<file path="src/rtl/vga_pkg.sv">
// Shared frame-buffer geometry, pixel format and arbiter state encoding
// for the VGA scan-out path.
package vga_pkg;

  localparam int unsigned FB_W      = 160;
  localparam int unsigned FB_H      = 120;
  localparam int unsigned FB_DEPTH  = FB_W * FB_H;
  localparam int unsigned FB_ADDR_W = 15;
  localparam int unsigned PIX_W     = 6;

  typedef enum logic {
    ARB_IDLE  = 1'b0,
    ARB_CLEAR = 1'b1
  } arb_state_e;

  localparam logic [PIX_W-1:0] COL_BLACK = 6'b000000;
  localparam logic [PIX_W-1:0] COL_WHITE = 6'b111111;

  // Pack 2:2:2 colour components into one pixel word.
  function automatic logic [PIX_W-1:0] rgb222(input logic [1:0] r,
                                              input logic [1:0] g,
                                              input logic [1:0] b);
    return {r, g, b};
  endfunction

endpackage

</file>
<file path="src/rtl/vga_fb_arbiter_if.sv">
// Frame-buffer arbiter bus: display fetch, pixel writer, clear control
// and the single-port RAM side, grouped for the arbiter and its environment.
interface vga_fb_arbiter_if
  import vga_pkg::*;
#(
  parameter int unsigned ADDR_W = FB_ADDR_W,
  parameter int unsigned DATA_W = PIX_W
);

  logic              disp_req;
  logic [ADDR_W-1:0] disp_addr;
  logic              disp_rdata_valid;
  logic [DATA_W-1:0] disp_rdata;

  logic              wr_valid;
  logic              wr_ready;
  logic [ADDR_W-1:0] wr_addr;
  logic [DATA_W-1:0] wr_data;

  logic              clr_start;
  logic [DATA_W-1:0] clr_color;
  logic              clr_busy;
  logic              clr_done;
  logic              wr_starved;

  logic              mem_en;
  logic              mem_we;
  logic [ADDR_W-1:0] mem_addr;
  logic [DATA_W-1:0] mem_wdata;
  logic [DATA_W-1:0] mem_rdata;

  modport master (
    input  disp_req, disp_addr, wr_valid, wr_addr, wr_data,
           clr_start, clr_color, mem_rdata,
    output disp_rdata_valid, disp_rdata, wr_ready, clr_busy, clr_done,
           wr_starved, mem_en, mem_we, mem_addr, mem_wdata
  );

  modport slave (
    output disp_req, disp_addr, wr_valid, wr_addr, wr_data,
           clr_start, clr_color, mem_rdata,
    input  disp_rdata_valid, disp_rdata, wr_ready, clr_busy, clr_done,
           wr_starved, mem_en, mem_we, mem_addr, mem_wdata
  );

endinterface

</file>
<file path="src/rtl/vga_fb_clear_seq.sv">
// Screen-clear sequencer: owns the IDLE/CLEAR state, the fill address
// counter, the latched fill colour and the busy/done status.
module vga_fb_clear_seq
  import vga_pkg::*;
#(
  parameter int unsigned ADDR_W = FB_ADDR_W,
  parameter int unsigned DATA_W = PIX_W,
  parameter int unsigned DEPTH  = FB_DEPTH
) (
  input  logic              clk,
  input  logic              rst_n,
  input  logic              start,
  input  logic [DATA_W-1:0] color,
  input  logic              step,
  output arb_state_e        state,
  output logic [ADDR_W-1:0] addr,
  output logic [DATA_W-1:0] color_q,
  output logic              busy,
  output logic              done
);

  localparam logic [ADDR_W-1:0] LAST_ADDR = ADDR_W'(DEPTH - 1);

  arb_state_e        state_d;
  logic [ADDR_W-1:0] addr_d;
  logic [DATA_W-1:0] color_d;
  logic              busy_d;
  logic              done_d;

  // Next state: start only honoured from IDLE; counter holds at the last address.
  always_comb begin
    state_d = state;
    addr_d  = addr;
    color_d = color_q;
    done_d  = 1'b0;
    unique case (state)
      ARB_IDLE: begin
        if (start) begin
          state_d = ARB_CLEAR;
          addr_d  = '0;
          color_d = color;
        end
      end
      ARB_CLEAR: begin
        if (step) begin
          if (addr == LAST_ADDR) begin
            state_d = ARB_IDLE;
            done_d  = 1'b1;
          end else begin
            addr_d = addr + ADDR_W'(1);
          end
        end
      end
      default: state_d = ARB_IDLE;
    endcase
    busy_d = (state_d == ARB_CLEAR);
  end

  always_ff @(posedge clk or negedge rst_n) begin
    if (!rst_n) begin
      state   <= ARB_IDLE;
      addr    <= '0;
      color_q <= '0;
      busy    <= 1'b0;
      done    <= 1'b0;
    end else begin
      state   <= state_d;
      addr    <= addr_d;
      color_q <= color_d;
      busy    <= busy_d;
      done    <= done_d;
    end
  end

endmodule

</file>
<file path="src/rtl/vga_fb_arbiter.sv">
// Single-port frame-buffer scheduler: display reads win every cycle they
// are requested; clear fill and writer traffic use the leftover slots.
module vga_fb_arbiter
  import vga_pkg::*;
#(
  parameter int unsigned ADDR_W       = FB_ADDR_W,
  parameter int unsigned DATA_W       = PIX_W,
  parameter int unsigned DEPTH        = FB_DEPTH,
  parameter int unsigned STARVE_LIMIT = 1024
) (
  input  logic             clk,
  input  logic             rst_n,
  vga_fb_arbiter_if.master bus
);

  localparam int unsigned         STARVE_W   = $clog2(STARVE_LIMIT + 1);
  localparam logic [STARVE_W-1:0] STARVE_MAX = STARVE_W'(STARVE_LIMIT);

  arb_state_e        state;
  logic [ADDR_W-1:0] clr_addr;
  logic [DATA_W-1:0] clr_color_q;
  logic              clr_busy_q;
  logic              clr_done_q;

  logic              clr_step_c;
  logic              wr_ready_c;
  logic              wr_fire_c;

  logic              mem_en_d,    mem_en_q;
  logic              mem_we_d,    mem_we_q;
  logic [ADDR_W-1:0] mem_addr_d,  mem_addr_q;
  logic [DATA_W-1:0] mem_wdata_d, mem_wdata_q;
  logic              rd_valid_q;

  logic [STARVE_W-1:0] starve_cnt_d, starve_cnt_q;
  logic                wr_starved_d, wr_starved_q;

  assign clr_step_c = (state == ARB_CLEAR) && !bus.disp_req;
  assign wr_ready_c = (state == ARB_IDLE) && !bus.disp_req;
  assign wr_fire_c  = bus.wr_valid && wr_ready_c;

  vga_fb_clear_seq #(
    .ADDR_W (ADDR_W),
    .DATA_W (DATA_W),
    .DEPTH  (DEPTH)
  ) u_clear_seq (
    .clk     (clk),
    .rst_n   (rst_n),
    .start   (bus.clr_start),
    .color   (bus.clr_color),
    .step    (clr_step_c),
    .state   (state),
    .addr    (clr_addr),
    .color_q (clr_color_q),
    .busy    (clr_busy_q),
    .done    (clr_done_q)
  );

  // Fixed-priority pick of this cycle's RAM access; address/data hold when idle.
  always_comb begin
    mem_en_d    = 1'b0;
    mem_we_d    = 1'b0;
    mem_addr_d  = mem_addr_q;
    mem_wdata_d = mem_wdata_q;
    if (bus.disp_req) begin
      mem_en_d   = 1'b1;
      mem_addr_d = bus.disp_addr;
    end else if (clr_step_c) begin
      mem_en_d    = 1'b1;
      mem_we_d    = 1'b1;
      mem_addr_d  = clr_addr;
      mem_wdata_d = clr_color_q;
    end else if (wr_fire_c) begin
      mem_en_d    = 1'b1;
      mem_we_d    = 1'b1;
      mem_addr_d  = bus.wr_addr;
      mem_wdata_d = bus.wr_data;
    end
  end

  // Any un-accepted writer cycle is a blocked cycle; an accepted write clears history.
  always_comb begin
    starve_cnt_d = starve_cnt_q;
    wr_starved_d = wr_starved_q;
    if (wr_fire_c) begin
      starve_cnt_d = '0;
      wr_starved_d = 1'b0;
    end else if (bus.wr_valid && (starve_cnt_q != STARVE_MAX)) begin
      starve_cnt_d = starve_cnt_q + STARVE_W'(1);
    end
    if (starve_cnt_d == STARVE_MAX) begin
      wr_starved_d = 1'b1;
    end
  end

  always_ff @(posedge clk or negedge rst_n) begin
    if (!rst_n) begin
      mem_en_q     <= 1'b0;
      mem_we_q     <= 1'b0;
      mem_addr_q   <= '0;
      mem_wdata_q  <= '0;
      rd_valid_q   <= 1'b0;
      starve_cnt_q <= '0;
      wr_starved_q <= 1'b0;
    end else begin
      mem_en_q     <= mem_en_d;
      mem_we_q     <= mem_we_d;
      mem_addr_q   <= mem_addr_d;
      mem_wdata_q  <= mem_wdata_d;
      rd_valid_q   <= mem_en_q && !mem_we_q;
      starve_cnt_q <= starve_cnt_d;
      wr_starved_q <= wr_starved_d;
    end
  end

  // RAM read data arrives in the valid cycle itself, so it is forwarded
  // directly and forced to zero whenever no display read is returning.
  assign bus.disp_rdata_valid = rd_valid_q;
  assign bus.disp_rdata       = rd_valid_q ? bus.mem_rdata : '0;
  assign bus.wr_ready         = wr_ready_c;
  assign bus.clr_busy         = clr_busy_q;
  assign bus.clr_done         = clr_done_q;
  assign bus.wr_starved       = wr_starved_q;
  assign bus.mem_en           = mem_en_q;
  assign bus.mem_we           = mem_we_q;
  assign bus.mem_addr         = mem_addr_q;
  assign bus.mem_wdata        = mem_wdata_q;

endmodule
</file>
<file path="src/flat_wrapper.sv">
// flat-port wrapper written by rule: the top's interface ports become plain ports
module vga_fb_arbiter_flat import vga_pkg::*;
#(
  parameter int unsigned ADDR_W       = FB_ADDR_W,
  parameter int unsigned DATA_W       = PIX_W,
  parameter int unsigned DEPTH        = FB_DEPTH,
  parameter int unsigned STARVE_LIMIT = 1024
)
  (clk, rst_n, bus_disp_req, bus_disp_addr, bus_wr_valid, bus_wr_addr, bus_wr_data, bus_clr_start, bus_clr_color, bus_mem_rdata, bus_disp_rdata_valid, bus_disp_rdata, bus_wr_ready, bus_clr_busy, bus_clr_done, bus_wr_starved, bus_mem_en, bus_mem_we, bus_mem_addr, bus_mem_wdata);
  vga_fb_arbiter_if #(.ADDR_W(ADDR_W), .DATA_W(DATA_W)) bus_i ();
  input  logic clk;
  input  logic rst_n;
  input wire logic [$bits(bus_i.disp_req)-1:0] bus_disp_req;
  input wire logic [$bits(bus_i.disp_addr)-1:0] bus_disp_addr;
  input wire logic [$bits(bus_i.wr_valid)-1:0] bus_wr_valid;
  input wire logic [$bits(bus_i.wr_addr)-1:0] bus_wr_addr;
  input wire logic [$bits(bus_i.wr_data)-1:0] bus_wr_data;
  input wire logic [$bits(bus_i.clr_start)-1:0] bus_clr_start;
  input wire logic [$bits(bus_i.clr_color)-1:0] bus_clr_color;
  input wire logic [$bits(bus_i.mem_rdata)-1:0] bus_mem_rdata;
  output wire logic [$bits(bus_i.disp_rdata_valid)-1:0] bus_disp_rdata_valid;
  output wire logic [$bits(bus_i.disp_rdata)-1:0] bus_disp_rdata;
  output wire logic [$bits(bus_i.wr_ready)-1:0] bus_wr_ready;
  output wire logic [$bits(bus_i.clr_busy)-1:0] bus_clr_busy;
  output wire logic [$bits(bus_i.clr_done)-1:0] bus_clr_done;
  output wire logic [$bits(bus_i.wr_starved)-1:0] bus_wr_starved;
  output wire logic [$bits(bus_i.mem_en)-1:0] bus_mem_en;
  output wire logic [$bits(bus_i.mem_we)-1:0] bus_mem_we;
  output wire logic [$bits(bus_i.mem_addr)-1:0] bus_mem_addr;
  output wire logic [$bits(bus_i.mem_wdata)-1:0] bus_mem_wdata;
  assign bus_i.disp_req = bus_disp_req;
  assign bus_i.disp_addr = bus_disp_addr;
  assign bus_i.wr_valid = bus_wr_valid;
  assign bus_i.wr_addr = bus_wr_addr;
  assign bus_i.wr_data = bus_wr_data;
  assign bus_i.clr_start = bus_clr_start;
  assign bus_i.clr_color = bus_clr_color;
  assign bus_i.mem_rdata = bus_mem_rdata;
  assign bus_disp_rdata_valid = bus_i.disp_rdata_valid;
  assign bus_disp_rdata = bus_i.disp_rdata;
  assign bus_wr_ready = bus_i.wr_ready;
  assign bus_clr_busy = bus_i.clr_busy;
  assign bus_clr_done = bus_i.clr_done;
  assign bus_wr_starved = bus_i.wr_starved;
  assign bus_mem_en = bus_i.mem_en;
  assign bus_mem_we = bus_i.mem_we;
  assign bus_mem_addr = bus_i.mem_addr;
  assign bus_mem_wdata = bus_i.mem_wdata;
  vga_fb_arbiter #(.ADDR_W(ADDR_W), .DATA_W(DATA_W), .DEPTH(DEPTH), .STARVE_LIMIT(STARVE_LIMIT)) u_core (.clk(clk), .rst_n(rst_n), .bus(bus_i));
endmodule
</file>
<file path="config.mk">
export PLATFORM = sky130hd
export DESIGN_NAME = vga_fb_arbiter_flat
export DESIGN_NICKNAME = d
export VERILOG_FILES = /design/src/rtl/vga_pkg.sv /design/src/rtl/vga_fb_arbiter_if.sv /design/src/rtl/vga_fb_clear_seq.sv /design/src/rtl/vga_fb_arbiter.sv /design/src/flat_wrapper.sv
export SDC_FILE = /design/constraint.sdc
export NUM_CORES = 1
export LEC_CHECK = 0
export CAP_MARGIN = 10
export CELL_PAD_IN_SITES_DETAIL_PLACEMENT = 0
export CELL_PAD_IN_SITES_GLOBAL_PLACEMENT = 1
export CORE_MARGIN = 3
export CORE_UTILIZATION = 33
export CTS_BUF_LIST = sky130_fd_sc_hd__clkbuf_4
export CTS_CLUSTER_SIZE = 16
export DETAILED_ROUTE_END_ITERATION = 7
export GPL_ROUTABILITY_DRIVEN = 0
export HOLD_SLACK_MARGIN = 0.03
export PLACE_DENSITY = 0.8
export SLEW_MARGIN = 30
export SYNTH_ARGS = -nofsm -noshare
export SYNTH_HDL_FRONTEND = slang
export SYNTH_SLANG_ARGS = --single-unit
</file>
<file path="constraint.sdc">
create_clock -name clk -period 1.7 [get_ports clk]
set_input_delay 0.34 -clock clk [delete_from_list [all_inputs] [get_ports clk]]
set_output_delay 0.34 -clock clk [all_outputs]
set_load 0.05 [all_outputs]
</file>
==> results summary <==
The run finished, with violations left. The final reports fail on setup timing. Of the total synthesized cell area, the portion taken by full adders, half adders and majority gates is 1.19%. The worst hold path startpoint is u_core.bus.mem_we.

The first routing iteration left around 90 violations. The antenna diode instance count is 0. The data required time of the worst path came out at just over 2000 ps.

The sink count of the clock tree is slightly below 60. The clock skew after layout is a little over 10 ps. The number of max-cap violations is 0. In the synthesized netlist the async set-or-reset flop fraction comes to between 90% and 100%.

The endpoint of the worst-slack reg-to-reg timing path is u_core.bus.wr_starved. The total power divided by cell area is 914 nW/um^2. The tightest min-delay check is of the register to register type. Setup repair after global routing could not meet its margin everywhere.

The number of primary I/O pins came out at just under 90. The detailed-router iteration count before antenna repair is 4. The final worst slack came out at -53.9 ps. The end of the worst hold path is u_core.bus.disp_rdata_valid. The worst hold path cell count is 1. The max-slew violation count is 0.

The kind of end point of the critical path is a register. The floorplan die area came out at ~11,000 sq um. The initial antenna violation count is 0. Summing over every cut layer, the via total after detailed routing is roughly 3,100.

The synthesized netlist contains between 50 and 60 unique library cells. After detailed routing, the number of remaining DRC violations is 0. The share of the clock period used by the worst path after layout came out at 103%. For this run the aggregate overflow at the end of global routing stands at 0.

The peak supply drop came out at about 0.35 mV. The normalized max-slew margin is approximately three quarters. The maximum level of the CTS H-tree came out at 3. The later pin in the worst-skew pair is clocked with a latency of 410 ps. The slew at the pin closest to its max-slew limit came out at approximately 370 ps. The area used by sequential logic in the layout came out at ~1500 sq um. The fraction of power consumed by the clock network is 21.8%.

Counting tap cells, the placed design contains a total of approximately 600 instances. The count of nets left with antenna violations once routing finished came out at 0. The proportion of synthesized chip area in sequential cells is 46.9%. The final count of negative-setup-slack endpoints came out at 3. The internal power came out at 2870 uW. The net count of the finished layout is about 550. In the final layout, the share of cells above drive strength 1 is 29.3%. The number of warnings issued by yosys is 0. In the final layout, the multi-input gates occupy 1620 sq um. The category of cells accounting for the largest share of critical-path delay is simple AND/OR/NAND/NOR gates. The number of flip-flops and latches in the synthesized netlist is 59. The number of enable flip-flop cells after synthesis is 0. The TritonCTS clock tree is built. Measured along the x axis, the die boundary spans 104 um. In the post-synthesis netlist, the cell with the most instances is sky130_fd_sc_hd__nor2_1.

The starting density of the core is between 30% and 40%. The area of the core is roughly 9000 sq um. The largest net degree at the start of global routing is 60. The number of fillers in the final layout is roughly 820. The number of placement rows is 35. The largest driver fanout on the critical path is 5. The final instance area is 4920 sq um. The portion of total power attributed to combinational logic is between 30% and 40%.

The net switching power of the design is 1630 uW. The signal arrival time at the worst endpoint came out at about 2100 ps. The total routing resource utilization after global routing is 16.9%.

The post-synthesis simple-gate area fraction is 25.0%. The global-route wire length before repair is roughly 15 mm. The post-CTS clock slew at the launch and capture registers of the worst setup and hold paths came out at around 100 ps. Net switching is 36.3% of the power.

The instance count of the mapped netlist is 350. Summing all placed instances gives a cell area of roughly 4500 sq um. Counting cells, the worst reg-to-reg path comes to 5. The achievable frequency came out at ~570 MHz. The standby leakage power came out at between 0.002 and 0.0025 uW.

The overall power came out at 4500 uW. The register-to-register path setup slack came out at -50 ps. In this run the critical register-to-register path is launched from u_core.starve_cnt_q[7]. Once detailed placement completed, the half-perimeter wirelength came to roughly 6.6 mm. The final period demand of the worst path is between 1500 and 2000 ps.

The routed wire length is just over 9 mm. Counting both buffers and inverters, the worst setup path holds a total of 0. The area added between synthesis and finish is 56.3%. The type of origin of the critical path is a register. The combinational family with the most area after synthesis is simple AND/OR/NAND/NOR gates.

Of the post-synthesis cell area, the dominant cell type holds a little under half. Sorting the synthesized cells by area gives the leading types as sky130_fd_sc_hd__dfrtp_1 47%, sky130_fd_sc_hd__nor2_1 7.6%, sky130_fd_sc_hd__a221oi_1 3.9%. The finished layout holds 624 standard cells, fillers aside.

The number of buffers inserted during clock tree synthesis is 9. Summing the areas of all compound-gate instances in the mapped netlist gives 15.6% of the synthesized area. Ranked by instance count, the synthesized netlist is headed by 64 x sky130_fd_sc_hd__nor2_1, 59 x sky130_fd_sc_hd__dfrtp_1, 32 x sky130_fd_sc_hd__nand2_1. The via-per-instance ratio is 4.96. The per-cell routed wire length came out at ~15 um. The delay of the slowest critical-path stage is roughly 420 ps. Among all flip-flop cells after synthesis, the most frequent one is sky130_fd_sc_hd__dfrtp_1. Among all stages on the critical path, the largest delay is contributed by sky130_fd_sc_hd__dfrtp_1. The root cell of the clock tree is sky130_fd_sc_hd__clkbuf_4. The number of global-route vias before repair is 3,006. The average cell area after synthesis is between 8 and 9 sq um. The worst setup path category is register to register. The cell area after synthesis came out at about 3100 sq um. The post-synth net total is between 400 and 500. The area share of xor/xnor cells in the synthesized design came out at under 10%. The maximum number of buffers from clock root to sink came out at 2. The tightest hold path in the finished design has a slack of 426 ps. In this run the tool buffered the top-level ports with 86 buffer cells. The sequential share of power came out at between 40% and 50%.

The library cell with the largest summed area after synthesis is sky130_fd_sc_hd__dfrtp_1. Walking the worst path, the cells encountered are nor4b_4, nand4b_1, and3b_1, a31o_1, o31ai_2. The die height is just over 100 um. The final hold violation count came out at 0. The proportion of synthesized area in mux cells is about 1.9%.
logic make-up (layout without fill, tap and decap cells):
group                    after synthesis  count (layout)
AND/OR/NAND/NOR                      156             156
AO/OA/AOI/OAI                         71              71
flip-flops                            59              59
buffers and inverters                 42             187
XOR/XNOR                              13              13
multiplexers                           6               6
adder cells (fa/ha/maj)                3               3
sequential cells by signal (all words and copies together), names as in the netlist:
name                         flops
u_core.bus.mem_addr             15
u_core.bus.disp_rdata_valid      1
u_core.bus.mem_en                1
u_core.bus.wr_starved            1
u_core.starve_cnt_q             11
u_core.u_clear_seq.color_q       6
u_core.u_clear_seq.addr         15
u_core.u_clear_seq.done          1
u_core.bus.mem_wdata             6
u_core.u_clear_seq.busy          1
u_core.bus.mem_we                1
power by group through the flow:
stage	registers [uW]	logic, uW	clock network, uW
after floorplan	2060	706	0
after global placement	1850	1510	0
after detailed placement	1860	1530	0
after CTS	1830	1620	995
after global routing	1870	1810	1080
final	1840	1680	983
worst max path at each step:
stage | from | to | slack, ps | depth (start not counted)
6_report | u_core.starve_cnt_q[7] | u_core.bus.wr_starved | -50 | 5
5_1_grt | u_core.starve_cnt_q[0] | u_core.bus.wr_starved | -140 | 7
4_1_cts | bus_wr_valid | u_core.bus.wr_starved | -40 | 7
3_5_place_dp | bus_wr_valid | u_core.bus.wr_starved | -360 | 7
3_3_place_gp | bus_wr_valid | u_core.bus.wr_starved | -320 | 7
2_1_floorplan | u_core.u_clear_seq.addr[0] | u_core.u_clear_seq.addr[13] | -8 | 6
timing repair:
item / in CTS / in global routing
hold buffers: 1 / 0
hold endpoints to repair: 59 / 0
pin swaps: 8 / 10
gates cloned: 0 / 1
endpoints found under the setup margin: 6 / 10
gates resized for setup: 19 / 8
setup buffers: 6 / 10
metrics by stage:
| step | TNS, ps | setup slack [ps] | utilization [%] |
|---|---|---|---|
| floorplan | -11.9 | -8.12 | - |
| global placement | -8780 | -319 | 48.8 |
| detailed placement | -9560 | -363 | 48.8 |
| CTS | -81.4 | -44.2 | 51.7 |
| global route | -440 | -141 | 53.3 |
| finish | -135 | -53.9 | 53.3 |
layout by cell type, fill, tap and decap left out, types with 4 or more instances in the layout:
| cell type | Yosys | routed |
|---|---|---|
| sky130_fd_sc_hd__clkdlybuf4s50_1 | 0 | 50 |
| sky130_fd_sc_hd__clkbuf_4 | 0 | 10 |
| sky130_fd_sc_hd__nand4_1 | 4 | 4 |
| sky130_fd_sc_hd__nor2b_1 | 9 | 9 |
| sky130_fd_sc_hd__inv_1 | 18 | 16 |
| sky130_fd_sc_hd__buf_12 | 0 | 11 |
| sky130_fd_sc_hd__nor2_1 | 64 | 62 |
| sky130_fd_sc_hd__and2_1 | 8 | 8 |
| sky130_fd_sc_hd__dfrtp_1 | 59 | 58 |
| sky130_fd_sc_hd__a221oi_1 | 14 | 14 |
| sky130_fd_sc_hd__a22oi_1 | 6 | 6 |
| sky130_fd_sc_hd__mux2i_1 | 5 | 5 |
| sky130_fd_sc_hd__buf_4 | 1 | 83 |
| sky130_fd_sc_hd__nand2_1 | 32 | 32 |
| sky130_fd_sc_hd__buf_6 | 2 | 4 |
| sky130_fd_sc_hd__o21ai_0 | 9 | 9 |
| sky130_fd_sc_hd__xnor2_1 | 7 | 6 |
| sky130_fd_sc_hd__or3_1 | 4 | 4 |
| sky130_fd_sc_hd__a21oi_1 | 23 | 23 |
| sky130_fd_sc_hd__nand3_1 | 11 | 11 |
routing by layer:
layer	GRT usage [%]	part of all wire [%]
met5	0	0
met4	7.03	2.3
met3	3.24	4.3
met2	27.8	49
met1	21.8	44
worst register-to-register path, cell delays in order (launching register included):
cell	delay [ps]
sky130_fd_sc_hd__dfrtp_1	420
sky130_fd_sc_hd__nor4b_4	300
sky130_fd_sc_hd__nand4b_1	270
sky130_fd_sc_hd__and3b_1	270
sky130_fd_sc_hd__a31o_1	210
sky130_fd_sc_hd__o31ai_2	200
final cells by class:
type / instances / area share [%]
multi-input cells: 249 / 32.9
clock inverters: 6 / 1.14
flip-flops and latches: 59 / 30.0
clock buffers: 10 / 1.52
inverters: 18 / 1.42
well taps: 129 / 3.28
repair buffers: 153 / 29.8
Note: power is estimated with default switching activity, not from simulation.
